`config.mk`:
```
export PLATFORM = sky130hd
export DESIGN_NAME = if_stage_flat
export DESIGN_NICKNAME = d
export VERILOG_FILES = /design/src/rtl/if_stage_if.sv /design/src/rtl/if_stage.sv /design/src/flat_wrapper.sv
export SDC_FILE = /design/constraint.sdc
export NUM_CORES = 1
export LEC_CHECK = 0
export CAP_MARGIN = 20
export CORE_UTILIZATION = 48
export DETAILED_ROUTE_END_ITERATION = 8
export PLACE_DENSITY = 0.9
export SLEW_MARGIN = 20
export SYNTH_ARGS = -nofsm -noshare
export SYNTH_HDL_FRONTEND = slang
export SYNTH_SLANG_ARGS = --single-unit
export TNS_END_PERCENT = 30
```
`constraint.sdc`:
```
create_clock -name clk -period 5.8 [get_ports clk]
set_input_delay 0.87 -clock clk [delete_from_list [all_inputs] [get_ports clk]]
set_output_delay 0.87 -clock clk [all_outputs]
set_load 0.02 [all_outputs]
```
`src/rtl/if_stage_if.sv`:
```
// Fetch-stage bus bundle: instruction memory port, hazard/redirect controls
// from ID, and the IF/ID pipeline register plus fetch statistics.
//   slave  : the fetch stage (drives pc, imem_addr, IF/ID, counters)
//   master : the surrounding pipeline/memory (drives imem_rdata, stall, redirects)
interface if_stage_if;
  logic [31:0] imem_addr;
  logic [31:0] imem_rdata;
  logic        stall;
  logic        br_taken;
  logic [31:0] br_target;
  logic        jmp;
  logic [31:0] jmp_target;
  logic [31:0] pc;
  logic [31:0] ifid_instr;
  logic [31:0] ifid_pc4;
  logic        ifid_valid;
  logic [31:0] fetch_count;
  logic [15:0] flush_count;

  modport slave (
    input  imem_rdata, stall, br_taken, br_target, jmp, jmp_target,
    output imem_addr, pc, ifid_instr, ifid_pc4, ifid_valid, fetch_count, flush_count
  );

  modport master (
    output imem_rdata, stall, br_taken, br_target, jmp, jmp_target,
    input  imem_addr, pc, ifid_instr, ifid_pc4, ifid_valid, fetch_count, flush_count
  );
endinterface

```
`src/rtl/if_stage.sv`:
```
// Instruction fetch stage: PC register, IF/ID pipeline register and two
// statistics counters.
// Ports:
//   clk  - system clock, all state changes on posedge
//   rst  - synchronous active-high reset
//   bus  - if_stage_if.slave: imem_addr/imem_rdata, stall, br_taken/br_target,
//          jmp/jmp_target, pc, ifid_instr/ifid_pc4/ifid_valid,
//          fetch_count, flush_count
// Each posedge priority: rst > stall > jmp > br_taken > sequential fetch.
module if_stage #(
  parameter logic [31:0] RESET_PC = 32'h0000_0000,
  parameter logic [31:0] NOP_WORD = 32'h0000_0000
) (
  input  logic        clk,
  input  logic        rst,
  if_stage_if.slave   bus
);

  logic [31:0] pc_q;
  logic [31:0] pc4;
  logic [31:0] instr_q;
  logic [31:0] pc4_q;
  logic        valid_q;
  logic [31:0] fetch_cnt_q;
  logic [15:0] flush_cnt_q;
  logic        redirect;
  logic [31:0] redirect_pc;

  assign pc4      = pc_q + 32'd4;
  assign redirect = bus.jmp | bus.br_taken;

  // Jump outranks branch; low address bits are dropped so fetch stays word-aligned.
  assign redirect_pc = bus.jmp ? {bus.jmp_target[31:2], 2'b00}
                               : {bus.br_target[31:2], 2'b00};

  always_ff @(posedge clk) begin
    if (rst) begin
      pc_q        <= RESET_PC;
      instr_q     <= NOP_WORD;
      pc4_q       <= 32'd0;
      valid_q     <= 1'b0;
      fetch_cnt_q <= 32'd0;
      flush_cnt_q <= 16'd0;
    end else if (!bus.stall) begin
      if (redirect) begin
        // The word fetched this cycle is on the wrong path: replace with a bubble.
        pc_q    <= redirect_pc;
        instr_q <= NOP_WORD;
        pc4_q   <= 32'd0;
        valid_q <= 1'b0;
        if (flush_cnt_q != 16'hFFFF) begin
          flush_cnt_q <= flush_cnt_q + 16'd1;
        end
      end else begin
        pc_q        <= pc4;
        instr_q     <= bus.imem_rdata;
        pc4_q       <= pc4;
        valid_q     <= 1'b1;
        fetch_cnt_q <= fetch_cnt_q + 32'd1;
      end
    end
  end

  assign bus.pc          = pc_q;
  assign bus.imem_addr   = pc_q;
  assign bus.ifid_instr  = instr_q;
  assign bus.ifid_pc4    = pc4_q;
  assign bus.ifid_valid  = valid_q;
  assign bus.fetch_count = fetch_cnt_q;
  assign bus.flush_count = flush_cnt_q;

endmodule
```
`src/flat_wrapper.sv`:
```
// flat-port wrapper written by rule: the top's interface ports become plain ports
module if_stage_flat 
#(
  parameter logic [31:0] RESET_PC = 32'h0000_0000,
  parameter logic [31:0] NOP_WORD = 32'h0000_0000
)
  (clk, rst, bus_imem_rdata, bus_stall, bus_br_taken, bus_br_target, bus_jmp, bus_jmp_target, bus_imem_addr, bus_pc, bus_ifid_instr, bus_ifid_pc4, bus_ifid_valid, bus_fetch_count, bus_flush_count);
  if_stage_if bus_i ();
  input  logic clk;
  input  logic rst;
  input wire logic [$bits(bus_i.imem_rdata)-1:0] bus_imem_rdata;
  input wire logic [$bits(bus_i.stall)-1:0] bus_stall;
  input wire logic [$bits(bus_i.br_taken)-1:0] bus_br_taken;
  input wire logic [$bits(bus_i.br_target)-1:0] bus_br_target;
  input wire logic [$bits(bus_i.jmp)-1:0] bus_jmp;
  input wire logic [$bits(bus_i.jmp_target)-1:0] bus_jmp_target;
  output wire logic [$bits(bus_i.imem_addr)-1:0] bus_imem_addr;
  output wire logic [$bits(bus_i.pc)-1:0] bus_pc;
  output wire logic [$bits(bus_i.ifid_instr)-1:0] bus_ifid_instr;
  output wire logic [$bits(bus_i.ifid_pc4)-1:0] bus_ifid_pc4;
  output wire logic [$bits(bus_i.ifid_valid)-1:0] bus_ifid_valid;
  output wire logic [$bits(bus_i.fetch_count)-1:0] bus_fetch_count;
  output wire logic [$bits(bus_i.flush_count)-1:0] bus_flush_count;
  assign bus_i.imem_rdata = bus_imem_rdata;
  assign bus_i.stall = bus_stall;
  assign bus_i.br_taken = bus_br_taken;
  assign bus_i.br_target = bus_br_target;
  assign bus_i.jmp = bus_jmp;
  assign bus_i.jmp_target = bus_jmp_target;
  assign bus_imem_addr = bus_i.imem_addr;
  assign bus_pc = bus_i.pc;
  assign bus_ifid_instr = bus_i.ifid_instr;
  assign bus_ifid_pc4 = bus_i.ifid_pc4;
  assign bus_ifid_valid = bus_i.ifid_valid;
  assign bus_fetch_count = bus_i.fetch_count;
  assign bus_flush_count = bus_i.flush_count;
  if_stage #(.RESET_PC(RESET_PC), .NOP_WORD(NOP_WORD)) u_core (.clk(clk), .rst(rst), .bus(bus_i));
endmodule
```
==> results.py, run 1 <==
metrics = {
    "floorplanning": {
        "start_util_pct": 49.32,
        "rows": 44,
        "fp.dieH_um": 124.2,
        "pin_count": 278,
        "core_area_sq_mm": 0.01453,
        "die_w_um": 124.2,
        "dieArea_sq_mm": 0.01543,
    },
    "yosys": {
        "synth_edf_count": 0,
        "synth.cell_area_sq_mm": 0.007168,
        "synthDistinctLibCells": 64,
        "synth.area.top_cells": "dfxtp_1 39%, nor2_1 5.9%, xnor2_1 5.0%, a21oi_1 4.9%, buf_4 3.9%",
        "synthCells": 890,
        "synthArstFlopShare_pct": 0,
        "yosysTopAreaCell": "dfxtp_1",
        "yosysWarnings": 0,
        "synth_area_per_cell_sq_um": 8.054,
        "yosysTopAreaCellShare_pct": 39.38,
        "synth_seq_cells": 141,
        "synthFlopType": "dfxtp_1",
        "ys_seq_area_share_pct": 39.38,
    },
    "sta": {
        "finalSetupTns_ns": 0,
        "slew_headroom_pct": 27.50,
        "hold_ws_ns": 0.4437,
        "finalClockSkew_ns": 0.007570,
        "timing.final.crit_share_pct": 57.69,
        "timing_hold_violations_final": 0,
        "max_freq_mhz": 298.8,
        "setup_viol": 0,
        "period_needed_ns": 3.346,
        "worst_slew_pin_slew_ns": 1.083,
        "slew_viol_final": 0,
        "rsz0062_at_grt": "no",
        "worst_slack_ns": 2.454,
    },
    "power": {
        "power.density_mw_per_mm2": 243.5,
        "swShare_pct": 25.44,
        "pwr-share-seq_pct": 41.6,
        "combPwrFrac_pct": 13.8,
        "p_sw_mw": 0.6333,
        "clkPwrFrac_pct": 44.6,
        "peakVddDrop_v": 0.0001653,
        "p_int_mw": 1.856,
        "p_leak_nw": 3.699,
    },
    "critical_path": {
        "cp_common_cell": "nand3_1",
        "cp_max_fo": 15,
        "critPathArrivalTime_ns": 3.66,
        "start_kind": "input port",
        "cp.required_ns": 6.11,
        "crit_type": "in2reg",
        "cpMaxStageDelayCell": "clkdlybuf4s50_1",
        "worstPathCellList": "clkdlybuf4s50_1 -> nor4b_4 -> nand3_1 -> nor3_1 -> nand3_1 -> mux2_2",
        "crit_path_end_kind": "flip-flop",
        "reg2reg_from": "u_core.bus.imem_addr[2]$_SDFFE_PP0N_",
        "crit_path_start": "bus_br_taken",
        "critical_path.max_stage_delay_ns": 0.79,
    },
    "grt": {
        "antenna_found_initial": 0,
        "grt_util_met1_pct": 34.42,
        "overflow": 0,
        "grt_use_met2_pct": 48.36,
        "grt_max_degree": 75,
        "grt_pass1_wl_um": 35900,
        "grt_pass1_vias": 7100,
        "track_usage_pct": 28.56,
        "top_usage_layer": "met2",
        "use_met3_pct": 8.233,
    },
    "clocking": {
        "ctsHoldBuffers": 0,
        "cts_buffers": 17,
        "cts_sinks": 141,
        "cts_tree": "done",
        "worstSkewPairLatency_ns": 0.42,
        "cts-resized-gates": 0,
        "clock-root-buffer": "clkbuf_16",
        "max-clock-path-buffers": 2,
        "ctsHtreeMaxLevel": 4,
        "clkTransAtPathRegs_ns": 0.06,
        "post_cts_buffers": 0,
    },
    "worst_hold_path": {
        "hold_start": "u_core.bus.ifid_pc4[31]$_SDFFE_PP0N_",
        "hp-class": "reg2reg",
    },
    "routing": {
        "wirelength_um": 22600,
        "drc_errors": 0,
        "via_per_inst": 5.775,
        "drtIter0Drc": 555,
        "ant_nets": 0,
        "wl_per_cell_um": 17.56,
        "drt-pass1-iter-count": 6,
        "via_count": 7432,
    },
    "layout": {
        "final_common_cell": "clkdlybuf4s50_1",
        "fillers": 1113,
        "nNetsFinal": 1194,
        "n_antenna_cell": 0,
        "drive_gt1_share_pct": 5.621,
        "final_cell_mix": "264 x clkdlybuf4s50_1, 141 x dfxtp_1, 112 x nor2_1",
        "final_cells": 1287,
        "fin_util_pct": 70.35,
        "area_delta_synth_final_pct": 42.64,
    },
    "placement": {
        "numPortBuffers": 267,
        "placed_cells": 1255,
        "post-place-ws_ns": 2.028,
        "routabilityCongestion": 0.8933,
        "place_hpwl_um": 15220,
    },
    "run_status": {
        "outcome": "completed",
    },
    "flow_run": {
        "max_cap_viol_count": 0,
    },
}
logic make-up after synthesis:
kind of cell               share of synthesized area [%]
xor gates and xnor gates                           6.598
muxes                                              1.903
DFF                                                39.38
adders and majority gates                         0.5237
and+or+nand+nor                                    25.40
AOI/OAI and AO/OA                                  17.96
other                                            0.05231
buffers and inverters                              8.186
flip-flops by register name, indices dropped and copies added, names as in the netlist:
register	cells
u_core.bus.flush_count	16
u_core.bus.imem_addr	30
u_core.bus.ifid_pc4	30
u_core.bus.fetch_count	32
u_core.bus.ifid_instr	32
u_core.bus.ifid_valid	1
power by group through the flow:
stage | registers (mW) | clock network, mW | logic [mW]
after floorplan | 1.07 | 0 | 0.163
after global placement | 1.05 | 0 | 0.335
after detailed placement | 1.06 | 0 | 0.339
after CTS | 1.03 | 1.12 | 0.342
after global routing | 1.04 | 1.16 | 0.363
final | 1.04 | 1.11 | 0.342
layer usage:
metal / routed length [um] / part of all wire [%]
met3: 2039 / 9.0
met2: 11020 / 49
met1: 9099 / 40
met4: 439 / 1.9
met5: 0 / 0
critical path: cells and delay by family:
kind,cells,cell delay [ns]
buf+inv,1,0.79
mux,1,0.29
simple gates,4,1.71
synthesized netlist by cell type, drive strengths merged (7+ instances only):
cell and instances:
a21oi 70, a221oi 12, a22oi 18, and3 42
and4 10, buf 47, clkbuf 50, dfxtp 141
inv 21, mux2i 8, nand2 73, nand3 35
nand4 20, nor2 113, nor3 22, nor4 12
o211ai 7, o21ai 34, o31ai 8, or4 9
xnor2 41, xor2 13
path summary, 6_finish.rpt:
| path | slack [ns] | cells after the start | to |
|---|---|---|---|
| min | 0.44 | 2 | u_core.bus.ifid_pc4[31]$_SDFFE_PP0N_ |
| min reg2reg | 0.44 | 2 | u_core.bus.ifid_pc4[31]$_SDFFE_PP0N_ |
| max reg2reg | 2.96 | 6 | u_core.bus.ifid_pc4[30]$_SDFFE_PP0N_ |
| max | 2.45 | 6 | u_core.bus.fetch_count[31]$_SDFFE_PP0P_ |
through the flow:
step	instance area, sq um	total power, mW
final	10220	2.490
after global routing	10220	2.560
after CTS	10220	2.491
after detailed placement	9624	1.395
after global placement	9624	1.389
after floorplan	7187	1.235
area by class of cell:
class	instances	area (sq um)	area share, %
sequential	141	2823	27.61
tap	184	230.2	2.252
timing repair buffer	273	2705	26.46
inverter	21	78.83	0.7709
multi-input combinational	636	3787	37.04
clock buffer	20	456.7	4.466
clock inverter	12	143.9	1.407
Power figures use the tool's default switching activity.
==> inputs of run 2 (changes only) <==
--- a/config.mk
+++ b/config.mk
@@ -6,9 +6,9 @@
 export NUM_CORES = 1
 export LEC_CHECK = 0
 export CAP_MARGIN = 20
-export CORE_UTILIZATION = 48
+export CORE_UTILIZATION = 44
 export DETAILED_ROUTE_END_ITERATION = 8
-export PLACE_DENSITY = 0.9
+export PLACE_DENSITY = 0.83
 export SLEW_MARGIN = 20
 export SYNTH_ARGS = -nofsm -noshare
 export SYNTH_HDL_FRONTEND = slang
==> constraint.sdc (replaced) <==
create_clock -name clk -period 3.2 [get_ports clk]
set_input_delay 0.48 -clock clk [delete_from_list [all_inputs] [get_ports clk]]
set_output_delay 0.48 -clock clk [all_outputs]
set_load 0.02 [all_outputs]
==> results.py, run 2 (same netlist as run 1, synthesis figures left out) <==
metrics = {
    "power": {
        "p_sw_mw": 1.217,
        "combPwrFrac_pct": 13.6,
        "swShare_pct": 26.20,
        "p_leak_nw": 3.779,
        "total_power_mw": 4.647,
        "pwr-share-seq_pct": 40.4,
        "peakVddDrop_v": 0.0003259,
        "power.density_mw_per_mm2": 446.6,
        "clkPwrFrac_pct": 46.0,
        "p_int_mw": 3.429,
    },
    "floorplanning": {
        "dieArea_sq_mm": 0.01681,
        "fp.dieH_um": 129.6,
        "pin_count": 278,
        "core_area_sq_mm": 0.01589,
        "start_util_pct": 45.12,
        "rows": 46,
        "die_w_um": 129.6,
    },
    "sta": {
        "max_freq_mhz": 386.2,
        "period_needed_ns": 2.589,
        "slew_viol_final": 0,
        "timing_hold_violations_final": 0,
        "setup_viol": 0,
        "slew_headroom_pct": 37.91,
        "timing.final.crit_share_pct": 80.92,
        "finalClockSkew_ns": 0.008355,
        "worst_slew_pin_slew_ns": 0.9313,
        "finalSetupTns_ns": 0,
        "rsz0062_at_grt": "no",
    },
    "layout": {
        "area_delta_synth_final_pct": 45.16,
        "n_antenna_cell": 0,
        "nNetsFinal": 1208,
        "fin_util_pct": 65.50,
        "drive_gt1_share_pct": 6.893,
        "fillers": 1337,
        "multi_input_area_sq_mm": 0.003787,
        "final_cells": 1333,
        "final_cell_mix": "264 x clkdlybuf4s50_1, 141 x dfxtp_1, 112 x nor2_1",
        "final_common_cell": "clkdlybuf4s50_1",
        "seq_area_sq_mm": 0.002823,
    },
    "placement": {
        "placed_cells": 1301,
        "routabilityCongestion": 0.9119,
        "numPortBuffers": 267,
        "place_hpwl_um": 16280,
    },
    "grt": {
        "grt_max_degree": 90,
        "antenna_found_initial": 0,
        "overflow": 0,
        "track_usage_pct": 27.32,
        "grt_pass1_wl_um": 35470,
        "grt_pass1_vias": 6800,
    },
    "critical_path": {
        "cpMaxStageDelayCell": "nor4_1",
        "start_kind": "flip-flop",
        "crit_path_end_kind": "flip-flop",
        "crit_type": "reg2reg",
        "cp_max_fo": 9,
        "critPathArrivalTime_ns": 2.88,
        "worstPathCellList": "ha_1 -> nand2_1 -> nor4_1 -> buf_4 -> nand3_1 -> mux2i_1 -> a21oi_1",
        "critical_path.max_stage_delay_ns": 0.62,
        "cp.required_ns": 3.49,
    },
    "clocking": {
        "clkTransAtPathRegs_ns": 0.06,
        "cts-resized-gates": 0,
        "cts_buffers": 17,
        "ctsHtreeMaxLevel": 4,
        "ctsHoldBuffers": 0,
        "cts_tree": "done",
        "clock-root-buffer": "clkbuf_16",
        "cts_sinks": 141,
        "worstSkewPairLatency_ns": 0.42,
        "post_cts_buffers": 0,
        "max-clock-path-buffers": 2,
    },
    "routing": {
        "wl_per_cell_um": 17.80,
        "drc_errors": 0,
        "via_per_inst": 5.611,
        "drt-pass1-iter-count": 8,
        "drtIter0Drc": 664,
        "ant_nets": 0,
        "via_count": 7479,
        "wirelength_um": 23720,
    },
    "flow_run": {
        "max_cap_viol_count": 0,
    },
    "run_status": {
        "outcome": "completed",
    },
    "worst_hold_path": {
        "hp-class": "reg2reg",
    },
}
[run 2: final cells by class]
| cell class | count | share of cell area [%] |
|---|---|---|
| clock inverter | 15 | 2.020 |
| tap | 216 | 2.597 |
| clock buffer | 17 | 4.088 |
| sequential | 141 | 27.13 |
| multi-input combinational | 636 | 36.40 |
| timing repair buffer | 287 | 27.01 |
| inverter | 21 | 0.7576 |
[run 2: path summary, 6_finish.rpt]
check	end	depth (start not counted)	slack [ns]	from
min reg2reg	u_core.bus.ifid_pc4[31]$_SDFFE_PP0N_	2	0.44	u_core.bus.ifid_pc4[31]$_SDFFE_PP0N_
max reg2reg	u_core.bus.imem_addr[30]$_SDFFE_PP0N_	7	0.61	u_core.bus.imem_addr[3]$_SDFFE_PP0N_
max	u_core.bus.imem_addr[30]$_SDFFE_PP0N_	7	0.61	u_core.bus.imem_addr[3]$_SDFFE_PP0N_
min	u_core.bus.ifid_pc4[31]$_SDFFE_PP0N_	2	0.44	u_core.bus.ifid_pc4[31]$_SDFFE_PP0N_
[run 2: power groups by stage]
stage          Sequential [mW]  Clock [mW]  Combinational (mW)
2_1_floorplan             1.94           0               0.296
3_3_place_gp              1.91           0               0.620
3_5_place_dp              1.91           0               0.628
4_1_cts                   1.87        2.16               0.632
5_1_grt                   1.88        2.24               0.676
6_report                  1.87        2.14               0.633
[run 2: stage by stage]
step                instance area (sq um)  hold WS (ns)  setup WS [ns]
CTS                                 10410        0.4480         0.6293
finish                              10410        0.4448         0.6106
detailed placement                   9769        0.4386         0.3081
global route                        10410        0.4684         0.4941
floorplan                            7187        0.5206         0.9186
global placement                     9769        0.4301         0.3612
[run 2: routing by layer]
layer | GRT usage (%) | up-vias | routed length (um)
li1 | - | 3579 | -
met2 | 45.77 | 343 | 11470
met4 | 9.576 | 0 | 493
met1 | 33.01 | 3510 | 9565
met3 | 8.505 | 47 | 2192
met5 | 0 | - | 0
[run 2: critical path: cells and delay by family, from the launching register on]
| kind | cells | cell delay [ns] |
|---|---|---|
| adders and majority gates | 1 | 0.44 |
| DFF | 1 | 0.53 |
| muxes | 1 | 0.22 |
| buffers and inverters | 1 | 0.24 |
| AOI/OAI and AO/OA | 1 | 0.09 |
| and+or+nand+nor | 3 | 0.92 |
==> inputs of run 3 (changes only) <==
--- a/config.mk
+++ b/config.mk
@@ -6,9 +6,9 @@
 export NUM_CORES = 1
 export LEC_CHECK = 0
 export CAP_MARGIN = 20
-export CORE_UTILIZATION = 44
+export CORE_UTILIZATION = 40
 export DETAILED_ROUTE_END_ITERATION = 8
-export PLACE_DENSITY = 0.83
+export PLACE_DENSITY = 0.8
 export SLEW_MARGIN = 20
 export SYNTH_ARGS = -nofsm -noshare
 export SYNTH_HDL_FRONTEND = slang
==> constraint.sdc (replaced) <==
create_clock -name clk -period 2.35 [get_ports clk]
set_input_delay 0.3525 -clock clk [delete_from_list [all_inputs] [get_ports clk]]
set_output_delay 0.3525 -clock clk [all_outputs]
set_load 0.02 [all_outputs]
==> results.py, run 3 (same netlist as run 1, synthesis figures left out) <==
metrics = {
    "worst_hold_path": {
        "hp-class": "in2reg",
        "min_path_cells": 2,
        "hold_path_end": "u_core.bus.imem_addr[30]$_SDFFE_PP0N_",
        "hold_start": "rst",
    },
    "routing": {
        "drtIter0Drc": 483,
        "drc_errors": 0,
        "wl_per_cell_um": 17.31,
        "drt-pass1-iter-count": 5,
        "via_per_inst": 5.466,
        "via_count": 7570,
        "ant_nets": 0,
        "wirelength_um": 23980,
    },
    "sta": {
        "worst_slew_pin_slew_ns": 0.6221,
        "period_needed_ns": 2.147,
        "worst_slack_ns": 0.2028,
        "slew_headroom_pct": 58.34,
        "timing_hold_violations_final": 0,
        "slew_viol_final": 0,
        "finalClockSkew_ns": 0.008447,
        "hold_ws_ns": 0.2954,
        "max_freq_mhz": 465.7,
        "finalSetupTns_ns": 0,
        "setup_viol": 0,
        "rsz0062_at_grt": "no",
        "timing.final.crit_share_pct": 91.37,
    },
    "power": {
        "peakVddDrop_v": 0.0005122,
        "p_leak_nw": 3.978,
        "power.density_mw_per_mm2": 568.5,
        "total_power_mw": 6.088,
    },
    "layout": {
        "drive_gt1_share_pct": 10.26,
        "area_delta_synth_final_pct": 49.40,
        "n_antenna_cell": 0,
        "nNetsFinal": 1251,
        "final_cell_mix": "264 x clkdlybuf4s50_1, 141 x dfxtp_1, 112 x nor2_1",
        "final_common_cell": "clkdlybuf4s50_1",
    },
    "placement": {
        "numPortBuffers": 267,
        "routabilityCongestion": 0.8950,
        "place_hpwl_um": 16840,
        "post-place-ws_ns": 0.004079,
    },
    "grt": {
        "grt_pass1_wl_um": 36860,
        "grt_pass1_vias": 7067,
        "overflow": 0,
        "grt_max_degree": 88,
        "track_usage_pct": 25.69,
        "antenna_found_initial": 0,
    },
    "clocking": {
        "post_cts_buffers": 0,
        "clkTransAtPathRegs_ns": 0.06,
        "cts_sinks": 141,
        "cts_tree": "done",
        "clock-root-buffer": "clkbuf_16",
        "cts_buffers": 17,
        "max-clock-path-buffers": 2,
        "worstSkewPairLatency_ns": 0.42,
        "ctsHtreeMaxLevel": 4,
    },
    "critical_path": {
        "cp.required_ns": 2.70,
        "start_kind": "flip-flop",
        "reg2reg_from": "u_core.bus.fetch_count[7]$_SDFFE_PP0P_",
        "crit_path_end_kind": "flip-flop",
        "crit_type": "reg2reg",
        "reg2reg_setup_slack_ns": 0.20,
        "r2r_end": "u_core.bus.fetch_count[25]$_SDFFE_PP0P_",
        "r2r_cells": 5,
        "cp_max_fo": 6,
        "critPathArrivalTime_ns": 2.50,
    },
    "floorplanning": {
        "dieArea_sq_mm": 0.01846,
        "start_util_pct": 41.16,
        "pin_count": 278,
        "rows": 48,
        "fp.dieH_um": 135.9,
        "die_w_um": 135.9,
        "core_area_sq_mm": 0.01742,
    },
    "run_status": {
        "outcome": "completed",
    },
    "flow_run": {
        "max_cap_viol_count": 0,
    },
}
-- run 3: through the flow --
step / instances / area [sq um] / util (%)
3_3_place_gp: 1353 / 10130 / 58.15
5_1_grt: 1385 / 10710 / 61.49
2_1_floorplan: 895 / 7187 / -
6_report: 1385 / 10710 / 61.49
3_5_place_dp: 1353 / 10130 / 58.15
4_1_cts: 1385 / 10700 / 61.45
-- run 3: per-layer routing --
metal  GRT usage [%]  part of all wire [%]  vias to the layer above
met3           6.301                   8.3                       46
met4           10.68                   2.3                        0
met5               0                     0                        -
met2           43.45                    48                      337
met1           30.98                    41                     3533
li1                -                     -                     3654
-- run 3: critical path, cell delays in order, from the launching register on --
cell	delay (ns)
dfxtp_1	0.40
and4_1	0.29
nand3_1	0.16
or4_1	0.64
or4_1	0.44
a21oi_1	0.15
-- run 3: worst max-delay path by stage --
stage	startpoint	end	slack [ns]	cells past startpoint
2_1_floorplan	u_core.bus.imem_addr[18]$_SDFFE_PP0N_	u_core.bus.imem_addr[28]$_SDFFE_PP0N_	0.07	6
3_3_place_gp	bus_br_taken	u_core.bus.imem_addr[28]$_SDFFE_PP0N_	0.03	8
3_5_place_dp	bus_br_taken	u_core.bus.fetch_count[25]$_SDFFE_PP0P_	0.004	6
4_1_cts	u_core.bus.fetch_count[7]$_SDFFE_PP0P_	u_core.bus.fetch_count[25]$_SDFFE_PP0P_	0.21	5
5_1_grt	u_core.bus.fetch_count[7]$_SDFFE_PP0P_	u_core.bus.fetch_count[22]$_SDFFE_PP0P_	0.08	5
6_report	u_core.bus.fetch_count[7]$_SDFFE_PP0P_	u_core.bus.fetch_count[25]$_SDFFE_PP0P_	0.20	5
-- run 3: repair_timing --
| action | 4_1_cts | 5_1_grt |
|---|---|---|
| hold buffers | 0 | 0 |
| resized for setup | 0 | 1 |
| endpoints found under the hold margin | 0 | 0 |
| setup endpoints to repair | 0 | 1 |
-- run 3: power by group --
part           leakage, nW  switching, mW  internal [mW]
registers             1.14         0.0637           2.45
logic                 2.55          0.488          0.466
clock network        0.279           1.05           1.57
total                 3.98           1.60           4.49
-- run 3: final cells by class --
class | count | area (sq um)
clock buffers | 23 | 488.0
clock inverters | 9 | 86.33
fillers | 1516 | 6708
inverters | 21 | 78.83
multi-input cells | 636 | 3794
flip-flops and latches | 141 | 2823
well taps | 225 | 281.5
repair buffers | 330 | 3158
